<file path="config.mk">
export PLATFORM = sky130hd
export DESIGN_NAME = mem_access_ctrl_flat
export DESIGN_NICKNAME = d
export VERILOG_FILES = /design/src/rtl/mem_access_ctrl_if.sv /design/src/rtl/mem_access_ctrl.sv /design/src/flat_wrapper.sv
export SDC_FILE = /design/constraint.sdc
export NUM_CORES = 1
export LEC_CHECK = 0
export CORE_MARGIN = 3
export CORE_UTILIZATION = 41
export DETAILED_ROUTE_END_ITERATION = 8
export PLACE_DENSITY = 0.84
export SLEW_MARGIN = 20
export SYNTH_ARGS = -nofsm -noshare
export SYNTH_HDL_FRONTEND = slang
export SYNTH_SLANG_ARGS = --single-unit
</file>
<file path="constraint.sdc">
create_clock -name clk_i -period 2.45 [get_ports clk_i]
set_input_delay 0.3675 -clock clk_i [delete_from_list [all_inputs] [get_ports clk_i]]
set_output_delay 0.3675 -clock clk_i [all_outputs]
set_load 0.01 [all_outputs]
</file>
<file path="src/rtl/mem_access_ctrl_if.sv">
// mem_access_ctrl_if: req/ack bus between the MEM-stage controller and the data memory
interface mem_access_ctrl_if #(parameter int DATA_W = 32);
  logic              mem_req;
  logic              mem_we;
  logic [DATA_W-1:0] mem_addr;
  logic [DATA_W-1:0] mem_wdata;
  logic              mem_ack;
  logic [DATA_W-1:0] mem_rdata;
  modport master (output mem_req, mem_we, mem_addr, mem_wdata, input mem_ack, mem_rdata);
  modport slave (input mem_req, mem_we, mem_addr, mem_wdata, output mem_ack, mem_rdata);
endinterface

</file>
<file path="src/rtl/mem_access_ctrl.sv">
// mem_access_ctrl: MEM-stage data-memory access controller with stall, misalignment and timeout reporting
module mem_access_ctrl #(
  parameter int DATA_W  = 32,
  parameter int TIMEOUT = 16
) (
  input  logic                clk_i,
  input  logic                rst_i,
  input  logic                MemRead_i,
  input  logic                MemWrite_i,
  input  logic [DATA_W-1:0]   Addr_i,
  input  logic [DATA_W-1:0]   WriteData_i,
  mem_access_ctrl_if.master   bus,
  output logic [DATA_W-1:0]   ReadData_o,
  output logic                stall_o,
  output logic                misaligned_o,
  output logic                timeout_o
);
  localparam int CW = $clog2(TIMEOUT);
  typedef enum logic [1:0] {IDLE, BUSY, DONE} state_t;
  state_t state_q, state_d;
  logic              req_q, req_d, we_q, we_d, mis_q, mis_d, to_q, to_d;
  logic [DATA_W-1:0] addr_q, addr_d, wdata_q, wdata_d, rdata_q, rdata_d;
  logic [CW-1:0]     cnt_q, cnt_d;
  logic access, aligned, ack, expire;
  assign access  = MemRead_i | MemWrite_i;
  assign aligned = Addr_i[1:0] == 2'b00;
  assign ack     = bus.mem_ack & req_q;
  assign expire  = cnt_q == CW'(TIMEOUT - 1);
  assign bus.mem_req   = req_q;
  assign bus.mem_we    = we_q;
  assign bus.mem_addr  = addr_q;
  assign bus.mem_wdata = wdata_q;
  assign ReadData_o    = rdata_q;
  assign misaligned_o  = mis_q;
  assign timeout_o     = to_q;
  // state and datapath registers, synchronous reset
  always_ff @(posedge clk_i) begin
    if (rst_i) begin
      state_q <= IDLE;
      req_q   <= 1'b0;
      we_q    <= 1'b0;
      addr_q  <= '0;
      wdata_q <= '0;
      rdata_q <= '0;
      mis_q   <= 1'b0;
      to_q    <= 1'b0;
      cnt_q   <= '0;
    end else begin
      state_q <= state_d;
      req_q   <= req_d;
      we_q    <= we_d;
      addr_q  <= addr_d;
      wdata_q <= wdata_d;
      rdata_q <= rdata_d;
      mis_q   <= mis_d;
      to_q    <= to_d;
      cnt_q   <= cnt_d;
    end
  end
  // next state: DONE always returns to IDLE so the held EX/MEM op is never re-issued
  always_comb begin
    state_d = state_q == IDLE ? (access ? (aligned ? BUSY : DONE) : IDLE) :
              state_q == BUSY ? ((ack || expire) ? DONE : BUSY) : IDLE;
  end
  // outputs and datapath updates; ack takes priority over an expiring wait counter
  always_comb begin
    req_d   = req_q;
    we_d    = we_q;
    addr_d  = addr_q;
    wdata_d = wdata_q;
    rdata_d = rdata_q;
    mis_d   = mis_q;
    to_d    = to_q;
    cnt_d   = cnt_q;
    stall_o = 1'b0;
    case (state_q)
      IDLE: begin
        stall_o = access;
        if (access && aligned) begin
          req_d   = 1'b1;
          we_d    = MemWrite_i;
          addr_d  = Addr_i;
          wdata_d = WriteData_i;
          cnt_d   = '0;
        end else if (access) begin
          rdata_d = '0;
          mis_d   = 1'b1;
        end
      end
      BUSY: begin
        stall_o = 1'b1;
        if (ack) begin
          req_d   = 1'b0;
          rdata_d = we_q ? rdata_q : bus.mem_rdata;
        end else if (expire) begin
          req_d   = 1'b0;
          rdata_d = '0;
          to_d    = 1'b1;
        end else cnt_d = cnt_q + CW'(1);
      end
      default: begin
        mis_d = 1'b0;
        to_d  = 1'b0;
      end
    endcase
  end
endmodule
</file>
<file path="src/flat_wrapper.sv">
// flat-port wrapper written by rule: the top's interface ports become plain ports
module mem_access_ctrl_flat 
#(
  parameter int DATA_W  = 32,
  parameter int TIMEOUT = 16
)
  (clk_i, rst_i, MemRead_i, MemWrite_i, Addr_i, WriteData_i, ReadData_o, stall_o, misaligned_o, timeout_o, bus_mem_req, bus_mem_we, bus_mem_addr, bus_mem_wdata, bus_mem_ack, bus_mem_rdata);
  mem_access_ctrl_if #(.DATA_W(DATA_W)) bus_i ();
  input  logic clk_i;
  input  logic rst_i;
  input  logic MemRead_i;
  input  logic MemWrite_i;
  input  logic [DATA_W-1:0] Addr_i;
  input  logic [DATA_W-1:0] WriteData_i;
  output logic [DATA_W-1:0] ReadData_o;
  output logic stall_o;
  output logic misaligned_o;
  output logic timeout_o;
  output wire logic [$bits(bus_i.mem_req)-1:0] bus_mem_req;
  output wire logic [$bits(bus_i.mem_we)-1:0] bus_mem_we;
  output wire logic [$bits(bus_i.mem_addr)-1:0] bus_mem_addr;
  output wire logic [$bits(bus_i.mem_wdata)-1:0] bus_mem_wdata;
  input wire logic [$bits(bus_i.mem_ack)-1:0] bus_mem_ack;
  input wire logic [$bits(bus_i.mem_rdata)-1:0] bus_mem_rdata;
  assign bus_mem_req = bus_i.mem_req;
  assign bus_mem_we = bus_i.mem_we;
  assign bus_mem_addr = bus_i.mem_addr;
  assign bus_mem_wdata = bus_i.mem_wdata;
  assign bus_i.mem_ack = bus_mem_ack;
  assign bus_i.mem_rdata = bus_mem_rdata;
  mem_access_ctrl #(.DATA_W(DATA_W), .TIMEOUT(TIMEOUT)) u_core (.clk_i(clk_i), .rst_i(rst_i), .MemRead_i(MemRead_i), .MemWrite_i(MemWrite_i), .Addr_i(Addr_i), .WriteData_i(WriteData_i), .bus(bus_i), .ReadData_o(ReadData_o), .stall_o(stall_o), .misaligned_o(misaligned_o), .timeout_o(timeout_o));
endmodule
</file>
# [Word-level counts from Yosys, hierarchy flattened]
# Index checks and enable logic that the tools add are counted.
[op_classes] addsub=1 eq_ne=10 mux=26 bitwise=4 reduce_logical=11
[ops] op="32-bit 2-to-1 mux" n=5
[ops] op="32-bit one-hot mux with 2 select lines" n=1
[ops] op="4-bit 2-to-1 mux" n=3
[ops] op="2-bit 2-to-1 mux" n=5
[ops] op="3-bit AND reduction" n=3
[ops] op="2-bit inequality test (second input constant)" n=4
[ops] op="1-bit one-hot mux with 2 select lines" n=4
[ops] op="4-bit one-hot mux with 2 select lines" n=1
[ops] op="1-bit 2-to-1 mux" n=7
[ops] op="5-bit AND reduction" n=1
[ops] op="4-bit by 1-bit adder with 4-bit output (second input constant)" n=1
[ops] op="4-bit == test (second input constant)" n=1
[ops] op="2-bit zero test" n=2
[ops] op="2-bit by 1-bit inequality test with 1-bit output (second input constant)" n=2
[ops] op="4-bit AND reduction" n=1
[ops] op="3-bit by 1-bit inequality test with 1-bit output (second input constant)" n=1
[ops] op="3-bit inequality test (second input constant)" n=1
[ops] op="2-bit by 1-bit == test with 1-bit output (second input constant)" n=1
[ops] op="1-bit inverter" n=2
[ops] op="2-bit AND reduction" n=1
[ops] op="2-bit nonzero test" n=1
[ops] op="1-bit AND" n=1
[ops] op="1-bit logical AND" n=1
[ops] op="1-bit logical OR" n=1
[ops] op="1-bit bitwise OR" n=1
[totals] register_bits=106 inputBits=101 output_inout_bits=101 word_cells=61

# [Logic depth before layout (Yosys ltp)]
# Gate-level depths: netlist (run 1).
[depth] depth_word=5 mapped_depth=7 mapped_depth_nobuf=5

# [Worst setup path after synthesis (run 1)]
# OpenSTA, ideal clock, no wires.
[synth_path] path_type="input -> register" start="in Addr_i[0]" end="reg u_core.addr_q[16], in the netlist u_core.bus.mem_addr[16]" setup_time_ps=132 t_arrival_ps=1504 t_required_ps=2318 slack_ps=813 stages=7 path_buffers=3 cell_sequence="or2_1 -> or4_1 -> clkbuf_1 -> buf_4 -> buf_6 -> nand2_1 -> a21oi_1"
[synth_via] elab_chain_len=3
[synth_lines] element="start: declaration" line_no="flat_wrapper.sv:13" text="input logic [DATA_W-1:0] Addr_i;"
[synth_lines] element="2-bit zero test" line_no="mem_access_ctrl.sv:26" text="assign aligned = Addr_i[1:0] == 2'b00;"
[synth_lines] element="1-bit logical AND" line_no="mem_access_ctrl.sv:79" text="if (access && aligned) begin"
[synth_lines] element="2-bit AND reduction (no source line)"
[synth_lines] element="end signal: assignment" line_no="mem_access_ctrl.sv:52" text="addr_q <= addr_d;"
[synth_lines] element="end: declaration" line_no="mem_access_ctrl.sv:22" text="logic [DATA_W-1:0] addr_q, addr_d, wdata_q, wdata_d, rdata_q, rdata_d;"
# Every way passes these cells.
# A chain may end at the register's enable or synchronous reset.

# [Worst setup path in the final report (run 1)]
[layout_path] start="in MemWrite_i" end="out stall_o"
[layout_via] elab_chain_len=2
[layout_lines] element="start: declaration" line_no="flat_wrapper.sv:12" text="input logic MemWrite_i;"
[layout_lines] element="1-bit bitwise OR" line_no="mem_access_ctrl.sv:25" text="assign access = MemRead_i | MemWrite_i;"
[layout_lines] element="1-bit one-hot mux with 2 select lines" line_no="mem_access_ctrl.sv:76" text="case (state_q)"
[layout_lines] element="end: declaration" line_no="flat_wrapper.sv:16" text="output logic stall_o;"
# Every way passes these cells.

==> metrics.md, run 1 <==
| Metric | Value |
|---|---|
| Power consumption | 3.30 mW |
| Largest net degree at the start of global routing | 59 |
| Most used cell, CP | clkdlybuf4s50_1 |
| Final Hold Fails | 0 |
| Dominant combinational cell family by area after synthesis | compound AO/OA/AOI/OAI gates |
| Fillcell total | 666 |
| Post-synth EDFFs | 0 |
| Area after DPL | 5750 um^2 |
| Fmax | 468 MHz |
| Leak Pwr | 2.12 nW |
| Die width | 100 um |
| FF-to-FF path depth | 5 |
| Sequential area share after synthesis | 0.581 |
| Number of synthesized register bits | 106 |
| Die Span Y | 100 um |
| Asr flop ratio synth | 0 |
| Adder-Cell Fraction of Synth Area | 0.00343 |
| CP startpoint kind | input port |
| Final Wtd Congestion | 0.780 |
| Starting density of the core | 0.433 |
| Sw Ratio | 0.245 |
| Slew margin rel. | 0.719 |
| Final antenna-violating net count | 0 |
| Placed Instances | 691 |
| First-pass GRT wire length | 17100 um |
| HPWL Detailed | 8240 um |
| Syn Area/Cell | 8.97 um^2 |
| Crit path buffers/inverters | 2 |
| Internal power | 2.49 mW |
| DR vias | 3548 |
| Clk buf depth | 2 |
| Number of port buffers | 201 |
| Vias in the first global route | 3588 |
| Status | finished, final reports clean |
| Via/cell ratio | 5.02 |
| Final WS setup | 0.311 ns |
| Gate power share | 0.146 |
| Antenna violations before repair | 0 |
| Multi-input gate area | 1400 um^2 |
| Mapped Area | 3650 um^2 |
| Final setup violation count | 0 |
| Syn_nets | 509 |
| Core area | 8420 um^2 |
| CTS Hold Bufs | 0 |
| Pwr/cell area | 556 nW/um^2 |
| Slew Limit Fails | 0 |
| Xor/xnor cell area share of the yosys netlist | 0.00480 |
| Clk_skew | 0.00944 ns |
| Worst Hold Launch | u_core.bus.mem_wdata[10] |
| Sinks on Clock Net | 106 |
| Metal2 WL | 5730 um |
| Clock root buffer | clkbuf_8 |
| Worst path required time | 2.08 ns |
| Reg-to-reg startpoint | u_core.state_q[1] |
| Cell Chain, Critical Path | clkdlybuf4s50_1, nor2_1, a21oi_1, clkdlybuf4s50_1 |
| Total of max-cap violations | 0 |
| GRT overflow | 0 |
| CP startpoint | MemWrite_i |
| WL met1 | 4160 um |
| Crit path DAT | 1.77 ns |
| Post-synthesis mux area share | 0 |
| Finished Cell Area | 5940 um^2 |
| Most frequent cells in the layout | clkdlybuf4s50_1 (200), nand2_1 (128), dfxtp_1 (106), a21oi_1 (70), a22o_1 (32) |
| Wire length on met3 | 858 um |
| Post-synthesis cell count | 407 |
| Layout cell share with drive strength beyond 1 | 0.0465 |
| Peak VDD IR | 0.000352 V |
| Storage cell area | 2120 um^2 |
| 1st-iter DRT viols | 103 |
| Worst Setup Slack post-DPL | 0.172 ns |
| CP Class | in2out |
| # diodes | 0 |
| Post-synthesis compound-gate area fraction | 0.186 |
| Wire per inst | 15.4 um |
| Post_cts resized | 0 |
| I/O Pins | 202 |
| Fin cells | 707 |
| Initial DRT Pass Iterations | 4 |
| Reg power frac | 0.548 |
| Clk_lat worst skew | 0.36 ns |
| Dominant synthesized flop cell | dfxtp_1 |
| H-tree Lvls | 3 |
| Worst hold path type | reg2reg |
| Synth Area in Simple Gates | 0.180 |
| Area Overhead vs Synth | 62.6% |
| Aggregate global-route resource usage | 0.211 |
| Critical path's slowest cell | clkdlybuf4s50_1 |
| Nets | 699 |
| Crit-path max FO | 5 |
| Die Area | 10100 um^2 |
| Worst Setup End Kind | output port |
| Commonest non-fill, non-tap cell in the layout | clkdlybuf4s50_1 |
| Final period util | 0.873 |
| Max layer used | met4 |
| Post-route setup TNS | 0 ns |
| Postcts setup bufs | 0 |
| CTS buffer count | 9 |
| RSZ-0062 raised after global routing | false |
| Psw | 0.807 mW |
| Crit. path cell count | 4 |
| Clock power share | 0.306 |
| Post-synthesis cell type count | 27 |
| Crit path capture | stall_o |
| Clock slew at reported path FFs | 0.09 ns |
| Crit-path leading delay family | buffers and inverters |
| DR DRC count | 0 |
| Max stage delay on crit path | 0.50 ns |
| Crit path time final | 2.14 ns |
| R2r setup slk | 0.67 ns |
| Ys Warns | 0 |
| Total Routed Length | 10900 um |
| Slew @ Worst Pin | 0.415 ns |
| R2R Path End | u_core.ReadData_o[3] |
| Row Count | 33 |
| CTS tree | yes |
[layer usage]
layer / track usage / vias to the layer above
met5: 0 / -
met4: 0.0601 / 0
met3: 0.0674 / 16
met2: 0.374 / 127
met1: 0.244 / 1656
li1: - / 1749
[registers in the layout, summed over array words and instances, names as in the netlist]
signal	count
u_core.bus.mem_req	1
u_core.misaligned_o	1
u_core.bus.mem_addr	32
u_core.bus.mem_we	1
u_core.ReadData_o	32
u_core.cnt_q	4
u_core.timeout_o	1
u_core.bus.mem_wdata	32
u_core.state_q	2
[worst min-delay path by stage]
stage                     cells past startpoint                  endpoint
after floorplan                               2           u_core.cnt_q[1]
after global placement                        2  u_core.bus.mem_wdata[17]
after detailed placement                      2   u_core.bus.mem_wdata[8]
after CTS                                     3    u_core.bus.mem_addr[1]
after global routing                          3    u_core.bus.mem_addr[1]
final                                         2  u_core.bus.mem_wdata[10]
[synthesized netlist by cell type (3+ instances only)]
cell | n | area (um^2)
a22o_1 | 32 | 280
and3_1 | 3 | 18.8
buf_6 | 3 | 33.8
buf_2 | 8 | 40.0
nor4_1 | 3 | 18.8
dfxtp_1 | 106 | 2120
nor3_1 | 3 | 15.0
nand3_1 | 4 | 20.0
nor2_1 | 7 | 26.3
nand2_1 | 128 | 480
o21ai_0 | 3 | 15.0
clkbuf_1 | 15 | 56.3
a21oi_1 | 70 | 350
buf_4 | 3 | 22.5
[final cells by class]
cell class | instances | area share
timing repair buffer | 209 | 0.352
clock buffer | 12 | 0.0261
sequential | 106 | 0.357
multi-input combinational | 269 | 0.235
inverter | 2 | 0.00126
clock inverter | 4 | 0.00569
tap | 105 | 0.0221
[worst register-to-register path, stage by stage (launching register included)]
cell and delay, ns:
dfxtp_1 0.51, nand2b_1 0.35, o311ai_1 0.22, o41ai_4 0.08
buf_4 0.37, a22o_1 0.20
[kinds of logic (layout without fill, tap and decap cells)]
family                   after synthesis  in the layout
buffers and inverters                 32            227
AND/OR/NAND/NOR                      158            158
adder cells (fa/ha/maj)                1              1
AO/OA/AOI/OAI                        108            108
flip-flops                           106            106
XOR/XNOR                               2              2
[power by group through the flow]
stage,sequential [mW],combinational [mW],clock (mW)
2_1_floorplan,1.87,0.153,0
3_3_place_gp,1.85,0.473,0
3_5_place_dp,1.85,0.482,0
4_1_cts,1.81,0.486,1.04
5_1_grt,1.82,0.518,1.12
6_report,1.81,0.481,1.01
[metrics by stage]
step	hold slack (ns)	util
after floorplan	0.461	-
after global placement	0.440	0.682
after detailed placement	0.446	0.682
after CTS	0.440	0.705
after global routing	0.456	0.705
final	0.457	0.705
No activity file was read; power rests on OpenSTA's default activity.
==> inputs of run 2 (changes only) <==
--- a/config.mk
+++ b/config.mk
@@ -8,6 +8,7 @@
 export CORE_MARGIN = 3
 export CORE_UTILIZATION = 41
 export DETAILED_ROUTE_END_ITERATION = 8
+export GPL_ROUTABILITY_DRIVEN = 1
 export PLACE_DENSITY = 0.84
 export SLEW_MARGIN = 20
 export SYNTH_ARGS = -nofsm -noshare
==> results of run 2 <==
Same layout as run 1: the final DEF is identical, and so are final timing and power.
